### config.mk
export PLATFORM = sky130hd
export DESIGN_NAME = cmd_reg_timed
export DESIGN_NICKNAME = d
export VERILOG_FILES = /design/src/rtl/cmd_reg_timed.sv
export SDC_FILE = /design/constraint.sdc
export NUM_CORES = 2
export LEC_CHECK = 0
export BUFFER_PORTS_ARGS = -buffer_cell sky130_fd_sc_hd__buf_2
export CAP_MARGIN = 15
export CELL_PAD_IN_SITES_DETAIL_PLACEMENT = 0
export CELL_PAD_IN_SITES_GLOBAL_PLACEMENT = 1
export CORE_MARGIN = 3
export CORE_UTILIZATION = 44
export CTS_CLUSTER_SIZE = 12
export DETAILED_ROUTE_END_ITERATION = 8
export GPL_ROUTABILITY_DRIVEN = 1
export PLACE_DENSITY_LB_ADDON = 0.1
export SYNTH_ARGS = -nofsm -noshare
export SYNTH_HDL_FRONTEND = slang
export SYNTH_SLANG_ARGS = --single-unit
### constraint.sdc
create_clock -name clk -period 6.85 [get_ports clk]
set_input_delay 1.37 -clock clk [delete_from_list [all_inputs] [get_ports clk]]
set_output_delay 1.37 -clock clk [all_outputs]
set_load 0.01 [all_outputs]
### src/rtl/cmd_reg_timed.sv
// Multi-channel command register with shadow-staged timed commits and a two-stage phase pipeline.
// Optional: define CMD_REG_PHASE_RESET_EN to restart each channel's phase on every freq load.
module cmd_reg_timed #(
  parameter int unsigned N_CHANNELS      = 4,
  parameter int unsigned PHASE_WIDTH     = 14,
  parameter int unsigned FREQ_WIDTH      = 24,
  parameter int unsigned SAMPLES_PER_CLK = 4,
  parameter int unsigned TREF_WIDTH      = 24,
  parameter int unsigned ENV_ADDR_WIDTH  = 12,
  parameter int unsigned CHAN_SEL_WIDTH  = 2
) (
  input  logic                                 clk,
  input  logic                                 rstn,
  input  logic [TREF_WIDTH-1:0]                tref,
  input  logic [CHAN_SEL_WIDTH-1:0]            chan_sel,
  input  logic [PHASE_WIDTH-1:0]               phase_offs_in,
  input  logic [FREQ_WIDTH-1:0]                freq_in,
  input  logic [ENV_ADDR_WIDTH-1:0]            env_addr_in,
  input  logic [TREF_WIDTH-1:0]                cmd_time,
  input  logic                                 timed,
  input  logic                                 phase_write_en,
  input  logic                                 freq_write_en,
  input  logic                                 env_addr_write_en,
  input  logic                                 cstrobe_in,
  input  logic                                 err_clr,
  output logic [N_CHANNELS*PHASE_WIDTH-1:0]    phase,
  output logic [N_CHANNELS*FREQ_WIDTH-1:0]     freq,
  output logic [N_CHANNELS*ENV_ADDR_WIDTH-1:0] env_addr,
  output logic [N_CHANNELS-1:0]                cstrobe,
  output logic [N_CHANNELS-1:0]                pending,
  output logic [N_CHANNELS-1:0]                overflow_err
);

  localparam int unsigned SpcLog2 = $clog2(SAMPLES_PER_CLK);
  localparam int unsigned AccLsb  = FREQ_WIDTH - PHASE_WIDTH;

  typedef logic [PHASE_WIDTH-1:0]    phase_t;
  typedef logic [FREQ_WIDTH-1:0]     freq_t;
  typedef logic [ENV_ADDR_WIDTH-1:0] env_t;
  typedef logic [TREF_WIDTH-1:0]     tref_t;

  phase_t act_offs_q [N_CHANNELS], act_offs_d [N_CHANNELS];
  freq_t  act_freq_q [N_CHANNELS], act_freq_d [N_CHANNELS];
  env_t   act_env_q  [N_CHANNELS], act_env_d  [N_CHANNELS];

  phase_t     sh_offs_q [N_CHANNELS], sh_offs_d [N_CHANNELS];
  freq_t      sh_freq_q [N_CHANNELS], sh_freq_d [N_CHANNELS];
  env_t       sh_env_q  [N_CHANNELS], sh_env_d  [N_CHANNELS];
  logic [2:0] sh_mask_q [N_CHANNELS], sh_mask_d [N_CHANNELS];
  tref_t      sh_time_q [N_CHANNELS], sh_time_d [N_CHANNELS];

  logic [N_CHANNELS-1:0] sh_strb_q, sh_strb_d;
  logic [N_CHANNELS-1:0] pending_q, pending_d;
  logic [N_CHANNELS-1:0] err_q, err_d;
  logic [N_CHANNELS-1:0] strb_q, strb_d;
  logic [N_CHANNELS-1:0] hit, commit;

  phase_t acc1_q [N_CHANNELS], acc1_d [N_CHANNELS];
  phase_t offs1_q [N_CHANNELS];
  freq_t  freq1_q [N_CHANNELS];
  env_t   env1_q  [N_CHANNELS];
  freq_t  prod    [N_CHANNELS];
  logic [N_CHANNELS-1:0] strb1_q;

  phase_t out_phase_q [N_CHANNELS];
  freq_t  out_freq_q  [N_CHANNELS];
  env_t   out_env_q   [N_CHANNELS];
  logic [N_CHANNELS-1:0] out_strb_q;

`ifdef CMD_REG_PHASE_RESET_EN
  tref_t t0_q [N_CHANNELS], t0_d [N_CHANNELS];
`endif

  logic       cmd_any;
  logic [2:0] wmask;

  assign wmask   = {env_addr_write_en, freq_write_en, phase_write_en};
  assign cmd_any = |wmask | cstrobe_in;

  // Out-of-range chan_sel never matches any channel index, so such commands are dropped.
  always_comb begin
    hit    = '0;
    commit = '0;
    for (int ch = 0; ch < N_CHANNELS; ch++) begin
      hit[ch]    = cmd_any && (int'(chan_sel) == ch);
      commit[ch] = pending_q[ch] && (tref == sh_time_q[ch]);
    end
  end

  always_comb begin
    act_offs_d = act_offs_q;
    act_freq_d = act_freq_q;
    act_env_d  = act_env_q;
    sh_offs_d  = sh_offs_q;
    sh_freq_d  = sh_freq_q;
    sh_env_d   = sh_env_q;
    sh_mask_d  = sh_mask_q;
    sh_time_d  = sh_time_q;
    sh_strb_d  = sh_strb_q;
    pending_d  = pending_q;
    err_d      = err_clr ? '0 : err_q;
    strb_d     = '0;
`ifdef CMD_REG_PHASE_RESET_EN
    t0_d = t0_q;
`endif
    for (int ch = 0; ch < N_CHANNELS; ch++) begin
      if (commit[ch]) begin
        if (sh_mask_q[ch][0]) act_offs_d[ch] = sh_offs_q[ch];
        if (sh_mask_q[ch][1]) act_freq_d[ch] = sh_freq_q[ch];
        if (sh_mask_q[ch][2]) act_env_d[ch]  = sh_env_q[ch];
        strb_d[ch]    = sh_strb_q[ch];
        pending_d[ch] = 1'b0;
      end
      // Immediate fields land after the commit so they win per field.
      if (hit[ch] && !timed) begin
        if (phase_write_en)    act_offs_d[ch] = phase_offs_in;
        if (freq_write_en)     act_freq_d[ch] = freq_in;
        if (env_addr_write_en) act_env_d[ch]  = env_addr_in;
        strb_d[ch] = strb_d[ch] | cstrobe_in;
      end
      if (hit[ch] && timed) begin
        if (!pending_q[ch] || commit[ch]) begin
          sh_offs_d[ch] = phase_offs_in;
          sh_freq_d[ch] = freq_in;
          sh_env_d[ch]  = env_addr_in;
          sh_mask_d[ch] = wmask;
          sh_strb_d[ch] = cstrobe_in;
          sh_time_d[ch] = cmd_time;
          pending_d[ch] = 1'b1;
        end else begin
          err_d[ch] = 1'b1;
        end
      end
`ifdef CMD_REG_PHASE_RESET_EN
      if ((commit[ch] && sh_mask_q[ch][1]) || (hit[ch] && !timed && freq_write_en)) begin
        t0_d[ch] = tref;
      end
`endif
    end
  end

  // Only the low FREQ_WIDTH product bits can reach the truncated accumulator.
  always_comb begin
    for (int ch = 0; ch < N_CHANNELS; ch++) begin
`ifdef CMD_REG_PHASE_RESET_EN
      prod[ch] = (act_freq_q[ch] * FREQ_WIDTH'(tref_t'(tref - t0_q[ch]))) << SpcLog2;
`else
      prod[ch] = (act_freq_q[ch] * FREQ_WIDTH'(tref)) << SpcLog2;
`endif
      acc1_d[ch] = PHASE_WIDTH'(prod[ch] >> AccLsb);
    end
  end

  always_ff @(posedge clk) begin
    if (!rstn) begin
      sh_strb_q  <= '0;
      pending_q  <= '0;
      err_q      <= '0;
      strb_q     <= '0;
      strb1_q    <= '0;
      out_strb_q <= '0;
      for (int ch = 0; ch < N_CHANNELS; ch++) begin
        act_offs_q[ch]  <= '0;
        act_freq_q[ch]  <= '0;
        act_env_q[ch]   <= '0;
        sh_offs_q[ch]   <= '0;
        sh_freq_q[ch]   <= '0;
        sh_env_q[ch]    <= '0;
        sh_mask_q[ch]   <= '0;
        sh_time_q[ch]   <= '0;
        acc1_q[ch]      <= '0;
        offs1_q[ch]     <= '0;
        freq1_q[ch]     <= '0;
        env1_q[ch]      <= '0;
        out_phase_q[ch] <= '0;
        out_freq_q[ch]  <= '0;
        out_env_q[ch]   <= '0;
`ifdef CMD_REG_PHASE_RESET_EN
        t0_q[ch]        <= '0;
`endif
      end
    end else begin
      act_offs_q <= act_offs_d;
      act_freq_q <= act_freq_d;
      act_env_q  <= act_env_d;
      sh_offs_q  <= sh_offs_d;
      sh_freq_q  <= sh_freq_d;
      sh_env_q   <= sh_env_d;
      sh_mask_q  <= sh_mask_d;
      sh_time_q  <= sh_time_d;
      sh_strb_q  <= sh_strb_d;
      pending_q  <= pending_d;
      err_q      <= err_d;
      strb_q     <= strb_d;
`ifdef CMD_REG_PHASE_RESET_EN
      t0_q       <= t0_d;
`endif
      acc1_q     <= acc1_d;
      offs1_q    <= act_offs_q;
      freq1_q    <= act_freq_q;
      env1_q     <= act_env_q;
      strb1_q    <= strb_q;
      out_freq_q <= freq1_q;
      out_env_q  <= env1_q;
      out_strb_q <= strb1_q;
      for (int ch = 0; ch < N_CHANNELS; ch++) begin
        out_phase_q[ch] <= acc1_q[ch] + offs1_q[ch];
      end
    end
  end

  always_comb begin
    phase    = '0;
    freq     = '0;
    env_addr = '0;
    for (int ch = 0; ch < N_CHANNELS; ch++) begin
      phase[ch*PHASE_WIDTH +: PHASE_WIDTH]       = out_phase_q[ch];
      freq[ch*FREQ_WIDTH +: FREQ_WIDTH]          = out_freq_q[ch];
      env_addr[ch*ENV_ADDR_WIDTH +: ENV_ADDR_WIDTH] = out_env_q[ch];
    end
  end

  assign cstrobe      = out_strb_q;
  assign pending      = pending_q;
  assign overflow_err = err_q;

endmodule

==> flow_summary.json <==
{
  "status": "complete, no violations",
  "num_rows": 139,
  "final.period_utilization": 0.951,
  "grt_pass1_wl_um": 308000,
  "vias": 47200,
  "switching_share": 0.295,
  "syn_to_final_growth_pct": 14.5,
  "cts_num_sinks": 988,
  "dieArea_um2": 150000,
  "synth-seq-cells": 988,
  "groute.usage.overall": 0.269,
  "avgRoutedWirePerCell_um": 21.5,
  "insertion_delay_ns": 0.77,
  "cts_made_buffers": 109,
  "tritoncts": "yes",
  "cp_data_arrival_time_ns": 7.16,
  "cts_buffer_depth": 3,
  "grt_max_degree": 162,
  "synthesis.area_um2": 63800,
  "fin_crit_ns": 6.51,
  "io_pins": 320,
  "clock.fmax_ghz": 0.154,
  "finalSetupViolations": 0,
  "whs_ns": 0.415,
  "powerDensity_nw_per_um2": 212,
  "hpwl_um": 150000,
  "syn_area_per_cell_um2": 9.13,
  "grt_overflow": 0,
  "antenna_found_initial": 16,
  "pwr-share-seq": 0.407,
  "die_w_um": 387,
  "syn_inst": 6987,
  "fin_cells": 9291,
  "crit_path_max_fanout": 16,
  "final_cell_area_um2": 73000,
  "synth_edf_count": 0,
  "dpl.cell_count": 9087,
  "post_dp_cell_area_um2": 69100,
  "fp.dieH_um": 387,
  "max_slew_margin": 0.179,
  "drt-total-wl_um": 199000,
  "core_um2": 144000,
  "drt-pass1-iter-count": 6,
  "ctsRootBufferMaster": "clkbuf_16",
  "drcViolationCount": 0,
  "start_util": 0.443,
  "ir_worst_vdd_mv": 0.244,
  "syn_nets": 8123,
  "ys_types": 61,
  "maxCapViolCount": 0,
  "critPathCaptureType": "register",
  "seq_area_frac_synth": 0.310,
  "gp_congestion": 0.874,
  "worstHoldPathType": "reg -> reg",
  "worst_setup_path_start_kind": "primary input",
  "worst-endpoint-required_ns": 7.49,
  "slew_violations": 0,
  "cts_max_level": 3,
  "path_clk_slew_ns": 0.06,
  "worst_pin_slew_ns": 1.23,
  "synthFlopType": "dfxtp_1",
  "p_total_w": 0.0155,
  "intPower_w": 0.0109,
  "ant_nets": 0,
  "power.leakage_nw": 33.6,
  "final_layout_size_suffix_gt1_frac": 0.124,
  "fin_setup_tns_ns": 0,
  "power.switching_w": 0.00457,
  "p_comb_frac": 0.198,
  "holdBufCountCts": 0,
  "grt_pass1_vias": 49000,
  "fin_worst_skew_ns": 0.0762,
  "numPortBuffers": 319,
  "nets": 8432,
  "synth-async-reset-ratio": 0,
  "hold_violations": 0,
  "p_clk_frac": 0.396,
  "yosysWarnings": 0,
  "viasPerCell": 5.08,
  "detail_route.iter0.violations": 2765,
  "rsz0062_at_grt": "no",
  "crit_type": "in -> reg"
}
[final cells by class]
type / instances / area (um2)
fillers: 13600 / 70900
multi-input cells: 4831 / 39500
flip-flops and latches: 988 / 19800
repair buffers: 694 / 5030
clock buffers: 164 / 3270
inverters: 672 / 2530
well taps: 1903 / 2380
clock inverters: 35 / 531
diodes: 4 / 10.0
[what timing repair did]
action,in CTS,in global routing
resized for setup,0,1
setup endpoints to repair,0,1
buffers inserted,0,0
[state kept, by name, indices dropped and copies added, names as in the netlist, 56 cells and up]
| name | count |
|---|---|
| act_offs_q | 56 |
| out_phase_q | 56 |
| freq | 96 |
| offs1_q | 56 |
| sh_freq_q | 96 |
| acc1_q | 56 |
| act_freq_q | 96 |
| sh_time_q | 96 |
| freq1_q | 96 |
| sh_offs_q | 56 |
[kinds of logic (layout without fill, tap and decap cells)]
| group | count (synthesis) | count (layout) | synth area share |
|---|---|---|---|
| AO/OA/AOI/OAI | 708 | 708 | 0.0683 |
| flip-flops | 988 | 988 | 0.310 |
| AND/OR/NAND/NOR | 2557 | 2557 | 0.187 |
| adder cells (fa/ha/maj) | 1028 | 1028 | 0.283 |
| other | 0 | 4 | 0 |
| buffers and inverters | 1168 | 1565 | 0.0735 |
| XOR/XNOR | 333 | 333 | 0.0457 |
| multiplexers | 205 | 205 | 0.0322 |
[metal layers]
layer	share of wire	vias up	track usage	routed length, um
li1	-	22300	-	-
met4	0.030	4	0.0751	5910
met1	0.44	23500	0.358	88400
met3	0.046	268	0.0360	9260
met5	0.00011	-	0	22
met2	0.48	1076	0.458	95900
[synth_stat cells (all sizes together) (22+ instances only)]
cell    count  area (um2)
nand2    1288        4850
dfxtp     988       19800
and2      769        4810
fa        692       13900
inv       672        2520
a21oi     370        1870
clkbuf    351        1320
ha        336        4200
nor2      319        1210
xnor2     230        2010
mux2i     205        2050
a211oi    203        1520
buf       145         842
xor2      103         902
nor3       50         250
o21ai      47         239
nor2b      26         163
nand4      25         156
nand3      24         120
a21o       22         165
[metrics by stage]
| stage | utilization | worst slack (ns) |
|---|---|---|
| 2_1_floorplan | - | -0.134 |
| 3_3_place_gp | 0.481 | -0.369 |
| 3_5_place_dp | 0.481 | -0.419 |
| 4_1_cts | 0.507 | 0.351 |
| 5_1_grt | 0.507 | 0.0455 |
| 6_report | 0.507 | 0.336 |
[cells in the final DEF (no fill, tap or decap), types with 7 or more instances in the layout]
master     instances
inv_1            671
buf_4            331
and2_1           768
nor2b_1           26
nand4_1           25
xnor2_1          230
a21oi_1          363
a211oi_1         203
clkbuf_1          23
or3_1             10
bufinv_16          7
buf_12            46
o21ai_0           40
clkbuf_8          31
nor4_1            12
nor2_1           315
dfxtp_1          988
nand3_1           21
nand2_1         1277
ha_1             332
clkinv_2          12
mux2i_1          205
buf_2            314
nand2_2           11
clkbuf_16        110
a31oi_1           16
nand2b_1          15
xor2_1           103
and3_1             8
fa_1             691
a21o_1            22
o21a_1            10
nor3_1            50
[path summary, 6_finish.rpt]
| check | startpoint | end | slack [ns] | cells past startpoint |
|---|---|---|---|---|
| setup / recovery | tref[13] | acc1_q[13] | 0.34 | 22 |
| hold / removal | freq1_q[9] | freq[81] | 0.41 | 1 |
| setup reg to reg | act_freq_q[30] | acc1_q[27] | 0.58 | 22 |
| hold reg to reg | freq1_q[9] | freq[81] | 0.41 | 1 |
[worst max-delay path, cell delays in order]
cell     delay, ns
buf_2         0.55
buf_4         0.28
buf_4         0.13
nand2_1       0.07
fa_1          0.55
inv_1         0.06
fa_1          0.39
inv_1         0.08
fa_1          0.43
fa_1          0.51
fa_1          0.49
inv_1         0.05
fa_1          0.45
fa_1          0.39
xnor2_1       0.21
xnor2_1       0.16
xnor2_1       0.16
xnor2_1       0.16
xnor2_1       0.11
xnor2_1       0.26
nand3_1       0.12
a21oi_1       0.14
[power by group through the flow]
stage / logic, W / clock network [W] / registers (W)
floorplan: 0.00188 / 0 / 0.00627
global placement: 0.00307 / 0 / 0.00644
detailed placement: 0.00308 / 0 / 0.00643
CTS: 0.00312 / 0.00630 / 0.00631
global route: 0.00343 / 0.00651 / 0.00632
finish: 0.00306 / 0.00613 / 0.00630
(Power assumes the default switching activity.)
